`src/rtl/tx_pkg.sv`:
```
// Shared types and defaults for the transmit scheduler and its round-robin arbiter.
package tx_pkg;

    typedef enum logic [1:0] {
        IDLE     = 2'd0,
        PREAMBLE = 2'd1,
        PAYLOAD  = 2'd2,
        GAP      = 2'd3
    } tx_state_t;

    localparam int          DEFAULT_PACKET_WIDTH     = 4;
    localparam logic [15:0] DEFAULT_PREAMBLE_PATTERN = 16'hAAAA;
    localparam int          PACKET_BITS              = 8 * DEFAULT_PACKET_WIDTH;

    function automatic int packet_bits(input int width);
        return 8 * width;
    endfunction

    // Counter width for values 0..n-1, never narrower than one bit.
    function automatic int cnt_width(input int n);
        return (n > 1) ? $clog2(n) : 1;
    endfunction

endpackage

```
`src/rtl/rr_arbiter.sv`:
```
// Combinational round-robin arbiter: one-hot grant to the first requester at or
// after the pointer, wrapping to the lowest index.
module rr_arbiter
    import tx_pkg::*;
#(
    parameter int N     = 2,
    parameter int PTR_W = 1
) (
    input  logic [N-1:0]     req_i,
    input  logic [PTR_W-1:0] ptr_i,
    output logic [N-1:0]     grant_o
);

    logic found;

    // NOTE: every variable written here gets a default first, so no path
    // leaves it unassigned and no latch is inferred.
    always_comb begin
        grant_o = '0;
        found   = 1'b0;
        // Upper pass: requesters at or above the pointer win.
        for (int i = 0; i < N; i++) begin
            if (!found && req_i[i] && (i >= int'(ptr_i))) begin
                grant_o[i] = 1'b1;
                found      = 1'b1;
            end
        end
        for (int i = 0; i < N; i++) begin
            if (!found && req_i[i]) begin
                grant_o[i] = 1'b1;
                found      = 1'b1;
            end
        end
    end

endmodule

```
`src/rtl/tx_scheduler.sv`:
```
// Transmit scheduler: grants one source round-robin, then serialises preamble and
// payload onto tx_bit, one bit per SAMPLES_PER_BIT clocks, followed by an idle gap.
module tx_scheduler
    import tx_pkg::*;
#(
    parameter int                       PACKET_WIDTH     = DEFAULT_PACKET_WIDTH,
    parameter int                       NUM_SOURCES      = 2,
    parameter int                       SAMPLES_PER_BIT  = 8,
    parameter int                       PREAMBLE_BITS    = 16,
    parameter logic [PREAMBLE_BITS-1:0] PREAMBLE_PATTERN = PREAMBLE_BITS'(DEFAULT_PREAMBLE_PATTERN),
    parameter int                       GAP_BITS         = 4
) (
    input  logic                                        clk,
    input  logic                                        rst,
    input  logic [NUM_SOURCES-1:0]                      src_req,
    input  logic [NUM_SOURCES-1:0][PACKET_WIDTH-1:0][7:0] src_packet,
    output logic [NUM_SOURCES-1:0]                      src_grant,
    output logic                                        tx_bit,
    output logic                                        bit_strobe,
    output logic                                        tx_active,
    output logic                                        tx_done
);

    localparam int PKT_BITS   = packet_bits(PACKET_WIDTH);
    localparam int FRAME_BITS = PREAMBLE_BITS + PKT_BITS;
    localparam int GAP_CYCLES = GAP_BITS * SAMPLES_PER_BIT;
    localparam int SMP_W      = cnt_width(SAMPLES_PER_BIT);
    localparam int BIT_W      = $clog2(FRAME_BITS + 1);
    localparam int GAP_W      = cnt_width(GAP_CYCLES);
    localparam int PTR_W      = cnt_width(NUM_SOURCES);

    localparam logic [SMP_W-1:0] SMP_LAST = SMP_W'(SAMPLES_PER_BIT - 1);
    localparam logic [GAP_W-1:0] GAP_LAST = GAP_W'(GAP_CYCLES - 1);

    tx_state_t               state_q, state_d;
    logic [SMP_W-1:0]        smp_q, smp_d;
    logic [BIT_W-1:0]        bit_q, bit_d;
    logic [GAP_W-1:0]        gap_q, gap_d;
    logic [FRAME_BITS-1:0]   shift_q, shift_d;
    logic [PTR_W-1:0]        ptr_q, ptr_d;
    logic [NUM_SOURCES-1:0]  grant_q, grant_d;
    logic                    tx_bit_q, tx_bit_d;
    logic                    strobe_q, strobe_d;
    logic                    active_q, active_d;
    logic                    done_q, done_d;

    logic [NUM_SOURCES-1:0]             arb_grant;
    logic [PTR_W-1:0]                   grant_idx;
    logic [PTR_W-1:0]                   next_ptr;
    logic [PACKET_WIDTH-1:0][7:0]       sel_packet;
    logic [FRAME_BITS-1:0]              frame_w;

    rr_arbiter #(
        .N     (NUM_SOURCES),
        .PTR_W (PTR_W)
    ) u_arb (
        .req_i   (src_req),
        .ptr_i   (ptr_q),
        .grant_o (arb_grant)
    );

    always_comb begin
        grant_idx  = '0;
        sel_packet = '0;
        for (int i = 0; i < NUM_SOURCES; i++) begin
            if (arb_grant[i]) begin
                grant_idx  = PTR_W'(i);
                sel_packet = src_packet[i];
            end
        end
        next_ptr = (grant_idx == PTR_W'(NUM_SOURCES - 1)) ? '0 : grant_idx + PTR_W'(1);
    end

    // Whole frame MSB-first: preamble, then byte 0 .. byte PACKET_WIDTH-1.
    always_comb begin
        frame_w = '0;
        frame_w[FRAME_BITS-1 -: PREAMBLE_BITS] = PREAMBLE_PATTERN;
        for (int b = 0; b < PACKET_WIDTH; b++) begin
            frame_w[PKT_BITS-1-8*b -: 8] = sel_packet[b];
        end
    end

    always_comb begin
        state_d  = state_q;
        smp_d    = smp_q;
        bit_d    = bit_q;
        gap_d    = gap_q;
        shift_d  = shift_q;
        ptr_d    = ptr_q;
        grant_d  = '0;
        tx_bit_d = tx_bit_q;
        strobe_d = 1'b0;
        active_d = active_q;
        done_d   = 1'b0;

        unique case (state_q)
            IDLE: begin
                if (|src_req) begin
                    state_d  = PREAMBLE;
                    grant_d  = arb_grant;
                    ptr_d    = next_ptr;
                    tx_bit_d = frame_w[FRAME_BITS-1];
                    shift_d  = frame_w << 1;
                    strobe_d = 1'b1;
                    active_d = 1'b1;
                    smp_d    = '0;
                    bit_d    = '0;
                end
            end
            PREAMBLE, PAYLOAD: begin
                if (smp_q == SMP_LAST) begin
                    smp_d = '0;
                    if (bit_q == BIT_W'(FRAME_BITS - 1)) begin
                        state_d  = (GAP_CYCLES == 0) ? IDLE : GAP;
                        gap_d    = '0;
                        tx_bit_d = 1'b0;
                        active_d = 1'b0;
                        done_d   = 1'b1;
                    end else begin
                        bit_d    = bit_q + BIT_W'(1);
                        tx_bit_d = shift_q[FRAME_BITS-1];
                        shift_d  = shift_q << 1;
                        strobe_d = 1'b1;
                        if (bit_q == BIT_W'(PREAMBLE_BITS - 1)) begin
                            state_d = PAYLOAD;
                        end
                    end
                end else begin
                    smp_d = smp_q + SMP_W'(1);
                end
            end
            GAP: begin
                if (gap_q == GAP_LAST) begin
                    state_d = IDLE;
                end else begin
                    gap_d = gap_q + GAP_W'(1);
                end
            end
            default: state_d = IDLE;
        endcase
    end

    // NOTE: state updates use non-blocking assignments so every register
    // samples the pre-edge value of the others.
    always_ff @(posedge clk) begin
        if (rst) begin
            state_q  <= IDLE;
            smp_q    <= '0;
            bit_q    <= '0;
            gap_q    <= '0;
            shift_q  <= '0;
            ptr_q    <= '0;
            grant_q  <= '0;
            tx_bit_q <= 1'b0;
            strobe_q <= 1'b0;
            active_q <= 1'b0;
            done_q   <= 1'b0;
        end else begin
            state_q  <= state_d;
            smp_q    <= smp_d;
            bit_q    <= bit_d;
            gap_q    <= gap_d;
            shift_q  <= shift_d;
            ptr_q    <= ptr_d;
            grant_q  <= grant_d;
            tx_bit_q <= tx_bit_d;
            strobe_q <= strobe_d;
            active_q <= active_d;
            done_q   <= done_d;
        end
    end

    assign src_grant  = grant_q;
    assign tx_bit     = tx_bit_q;
    assign bit_strobe = strobe_q;
    assign tx_active  = active_q;
    assign tx_done    = done_q;

endmodule

```
`config.mk`:
```
export PLATFORM = sky130hd
export DESIGN_NAME = tx_scheduler
export DESIGN_NICKNAME = d
export VERILOG_FILES = /design/src/rtl/tx_pkg.sv /design/src/rtl/rr_arbiter.sv /design/src/rtl/tx_scheduler.sv
export SDC_FILE = /design/constraint.sdc
export NUM_CORES = 1
export LEC_CHECK = 0
export ABC_AREA = 1
export BUFFER_PORTS_ARGS = -buffer_cell sky130_fd_sc_hd__buf_4
export CAP_MARGIN = 25
export CORE_MARGIN = 1.5
export CORE_UTILIZATION = 54
export DETAILED_ROUTE_END_ITERATION = 8
export GPL_ROUTABILITY_DRIVEN = 1
export GPL_TIMING_DRIVEN = 1
export HOLD_SLACK_MARGIN = 0.15
export PLACE_DENSITY = 0.79
export SETUP_SLACK_MARGIN = 0.2
export SLEW_MARGIN = 20
export SYNTH_ARGS = -nofsm -noshare
export SYNTH_HDL_FRONTEND = slang
export SYNTH_SLANG_ARGS = --single-unit
```
`constraint.sdc`:
```
create_clock -name clk -period 2.47 [get_ports clk]
set_input_delay 0.247 -clock clk [delete_from_list [all_inputs] [get_ports clk]]
set_output_delay 0.247 -clock clk [all_outputs]
set_load 0.05 [all_outputs]
```
==> flow_summary_export.csv <==
group,metric,value,unit
status,outcome,"finished with violations",
status,violations,"DRC",
floorplanning,die_area,7190,µm²
sta,skew,8.34,ps
routing,ant_nets,0,
logic_synthesis,synth.most_common_cell,"nand2_1",
floorplanning,die-width,84.8,µm
worst_hold_path,hp-class,"in -> reg",
global_route,grtUsageTotal,23.5,%
setup_path,startpoint_type,"flop",
power_and_ir_drop,seqPwrFrac,33.9,%
setup_path,crit_path_end_kind,"flop",
placed_design,hpwlAfterDp,5410,µm
worst_hold_path,holdCritStartpoint,"src_req[1]",
clock_tree,clock-sinks,70,
power_and_ir_drop,cellLeakagePower,1.94,nW
routing,routed.top_layer,"met4",
logic_synthesis,netlist_area,3610,µm²
clock_tree,postCtsSetupRepairBufs,0,
job,cap_violations,0,
setup_path,cp.required,2700,ps
sta,rsz0062_at_grt,"no",
global_route,grt_pass1_wl,13900,µm
logic_synthesis,synth.distinct_cells,30,
placed_design,portBuffers,73,
clock_tree,cts_hold_buf,0,
logic_synthesis,synth_top_area_share,38.8,%
floorplanning,core-area,6420,µm²
clock_tree,clk_path_buf_depth,2,
setup_path,crit_start,"state_q[0]",
logic_synthesis,synthTopCellsByArea,"dfxtp_1, nand2_1, nor2_1",
sta,max_slew_margin,58.7,%
setup_path,path_cells,"inv_1 -> ha_2 -> nor2_1 -> nor2_2 -> nand2_2 -> nor2_4 -> buf_12 -> nand2_1 -> nor2_1 -> nor2_1",
sta,fin_crit,2040,ps
routing,wl_met3,371,µm
power_and_ir_drop,power,4.80,mW
sta,fmax,491,MHz
cells_and_area,antenna_cells,0,
cells_and_area,regArea,1400,µm²
floorplanning,rows,29,
sta,setup_viol_count_final,0,
setup_path,r2r_start,"state_q[0]",
cells_and_area,drive_gt1_share,19.4,%
power_and_ir_drop,switching_share,43.9,%
placed_design,gp_congestion,0.868,
power_and_ir_drop,switchingPower,2.11,mW
clock_tree,ctsResizeCount,0,
cells_and_area,final_util,67.4,%
sta,tightest_slew,619,ps
cells_and_area,final_area,4330,µm²
floorplanning,start_util,56.3,%
floorplanning,die_h,84.8,µm
setup_path,crit_slowest_cell,"ha_2",
logic_synthesis,synth.largest_area_cell,"dfxtp_1",
setup_path,crit_buf_inv,2,
cells_and_area,n_fill_cell,588,
clock_tree,clk_latency,340,ps
sta,hold_viol,0,
setup_path,crit_type,"reg -> reg",
routing,wl_per_cell,11.3,µm
sta,finalMaxSlewViolations,0,
routing,via_count,3518,
clock_tree,cts_tree,"built",
sta,setup_tns,0,ps
setup_path,path_delay_family,"simple AND/OR/NAND/NOR gates",
logic_synthesis,netlist_instances,556,
routing,drc,10,
routing,wl_met2,3690,µm
routing,first_iter_violations,140,
setup_path,critPathArrivalTime,2270,ps
logic_synthesis,yosys_most_used_dff,"dfxtp_1",
power_and_ir_drop,intPower,2.69,mW
setup_path,slowest_delay,410,ps
global_route,antenna_found_initial,0,
logic_synthesis,synth-async-reset-ratio,0,%
power_and_ir_drop,p_comb_share,49.8,%
clock_tree,cts_max_level,3,
setup_path,crit_fanout,35,
logic_synthesis,synth_edf_count,0,
setup_path,cp_common_cell,"nor2_1",
sta,period_share,82.5,%
power_and_ir_drop,powerDensity,1110,nW/µm²
logic_synthesis,ys_warn_count,0,
clock_tree,cts.clk_slew.worst_paths,70,ps
logic_synthesis,synth_fp_nets,632,
cells_and_area,layout.nets,694,
floorplanning,io_pins,74,
global_route,grt_max_degree,68,
logic_synthesis,seq_area_frac_synth,38.8,%
cells_and_area,multi_input_area,1930,µm²
global_route,grt_pass1_vias,3321,
routing,routed_wl,7900,µm
global_route,grt_remaining_overflow,0,
logic_synthesis,ys_ff_latch,70,
clock_tree,cts_inserted_buffers,9,
routing,wl_met1,3710,µm
logic_synthesis,syn-mean-instance-area,6.50,µm²
routing,first_pass_iters,6,
power_and_ir_drop,ir_drop,0.697,mV
power_and_ir_drop,clockPowerShare,16.3,%
clock_tree,clock-root-buffer,"clkbuf_8",
cells_and_area,area.growth.synth_to_final,19.9,%
placed_design,dpl_cell_area,4170,µm²
logic_synthesis,synth.top_cells.by_count,"nand2_1, nor2_1, dfxtp_1",
routing,via_per_inst,5.03,
[final timing paths]
| kind | end | slack [ps] | depth (start not counted) |
|---|---|---|---|
| setup / recovery | shift_q[18] | 430 | 10 |
| hold / removal | ptr_q | 230 | 4 |
| setup reg to reg | shift_q[18] | 430 | 10 |
| hold reg to reg | shift_q[47] | 460 | 2 |
[worst min-delay path, cell delays in order]
cell and delay, ps:
buf_4 100, a21oi_2 60, nand2_1 50, a21oi_1 50
[layout by cell type, fill, tap and decap left out, drive strengths merged]
cell,synthesis,final
a21oi,53,53
buf,18,82
clkbuf,13,11
clkinv,1,6
dfxtp,70,70
ha,8,8
inv,23,23
nand2,194,194
nand3,17,17
nand4,1,1
nor2,103,103
nor3,2,2
nor3b,3,3
o211a,1,1
o21ai,47,47
or2,1,1
xor2,1,1
[kinds of logic after synthesis]
logic type	Yosys count	synth area share (%)
compound gates	101	14.3
fa+ha+maj	8	2.77
xor+xnor	1	0.242
flops	70	38.8
simple gates	321	36.1
buf+inv	55	7.76
[flip-flops by register name (all words and copies together), names as in the netlist]
signal and cells:
shift_q 47, bit_q 6, gap_q 5, smp_q 3, src_grant 2, state_q 2, bit_strobe 1, ptr_q 1
tx_active 1, tx_bit 1, tx_done 1
[metal layers]
layer  GRT usage [%]  vias to the layer above
met2            39.6                       70
li1                -                     1880
met1            29.4                     1558
met4            10.4                        0
met5               0                        -
met3            3.93                       10
[area by class of cell]
cell class / count / share of cell area, %
Multi-Input combinational cell: 431 / 44.7
Timing Repair Buffer: 82 / 14.8
Tap cell: 77 / 2.22
Clock buffer: 11 / 3.26
Clock inverter: 5 / 0.578
Sequential cell: 70 / 32.4
Inverter: 24 / 2.14
[metrics by stage]
stage          cells  setup slack, ps  hold slack [ps]
2_1_floorplan    556              679              422
3_3_place_gp     684              508              450
3_5_place_dp     684              435              450
4_1_cts          700              412              215
5_1_grt          700              227              250
6_report         700              433              230
[power by group through the flow]
stage / logic (mW) / clock network [mW] / registers [mW]
after detailed placement: 2.39 / 0 / 1.64
after global placement: 2.33 / 0 / 1.63
after floorplan: 1.95 / 0 / 1.68
final: 2.39 / 0.784 / 1.63
after CTS: 2.41 / 0.802 / 1.62
after global routing: 2.76 / 0.854 / 1.66
No activity file was read; power rests on OpenSTA's default activity.
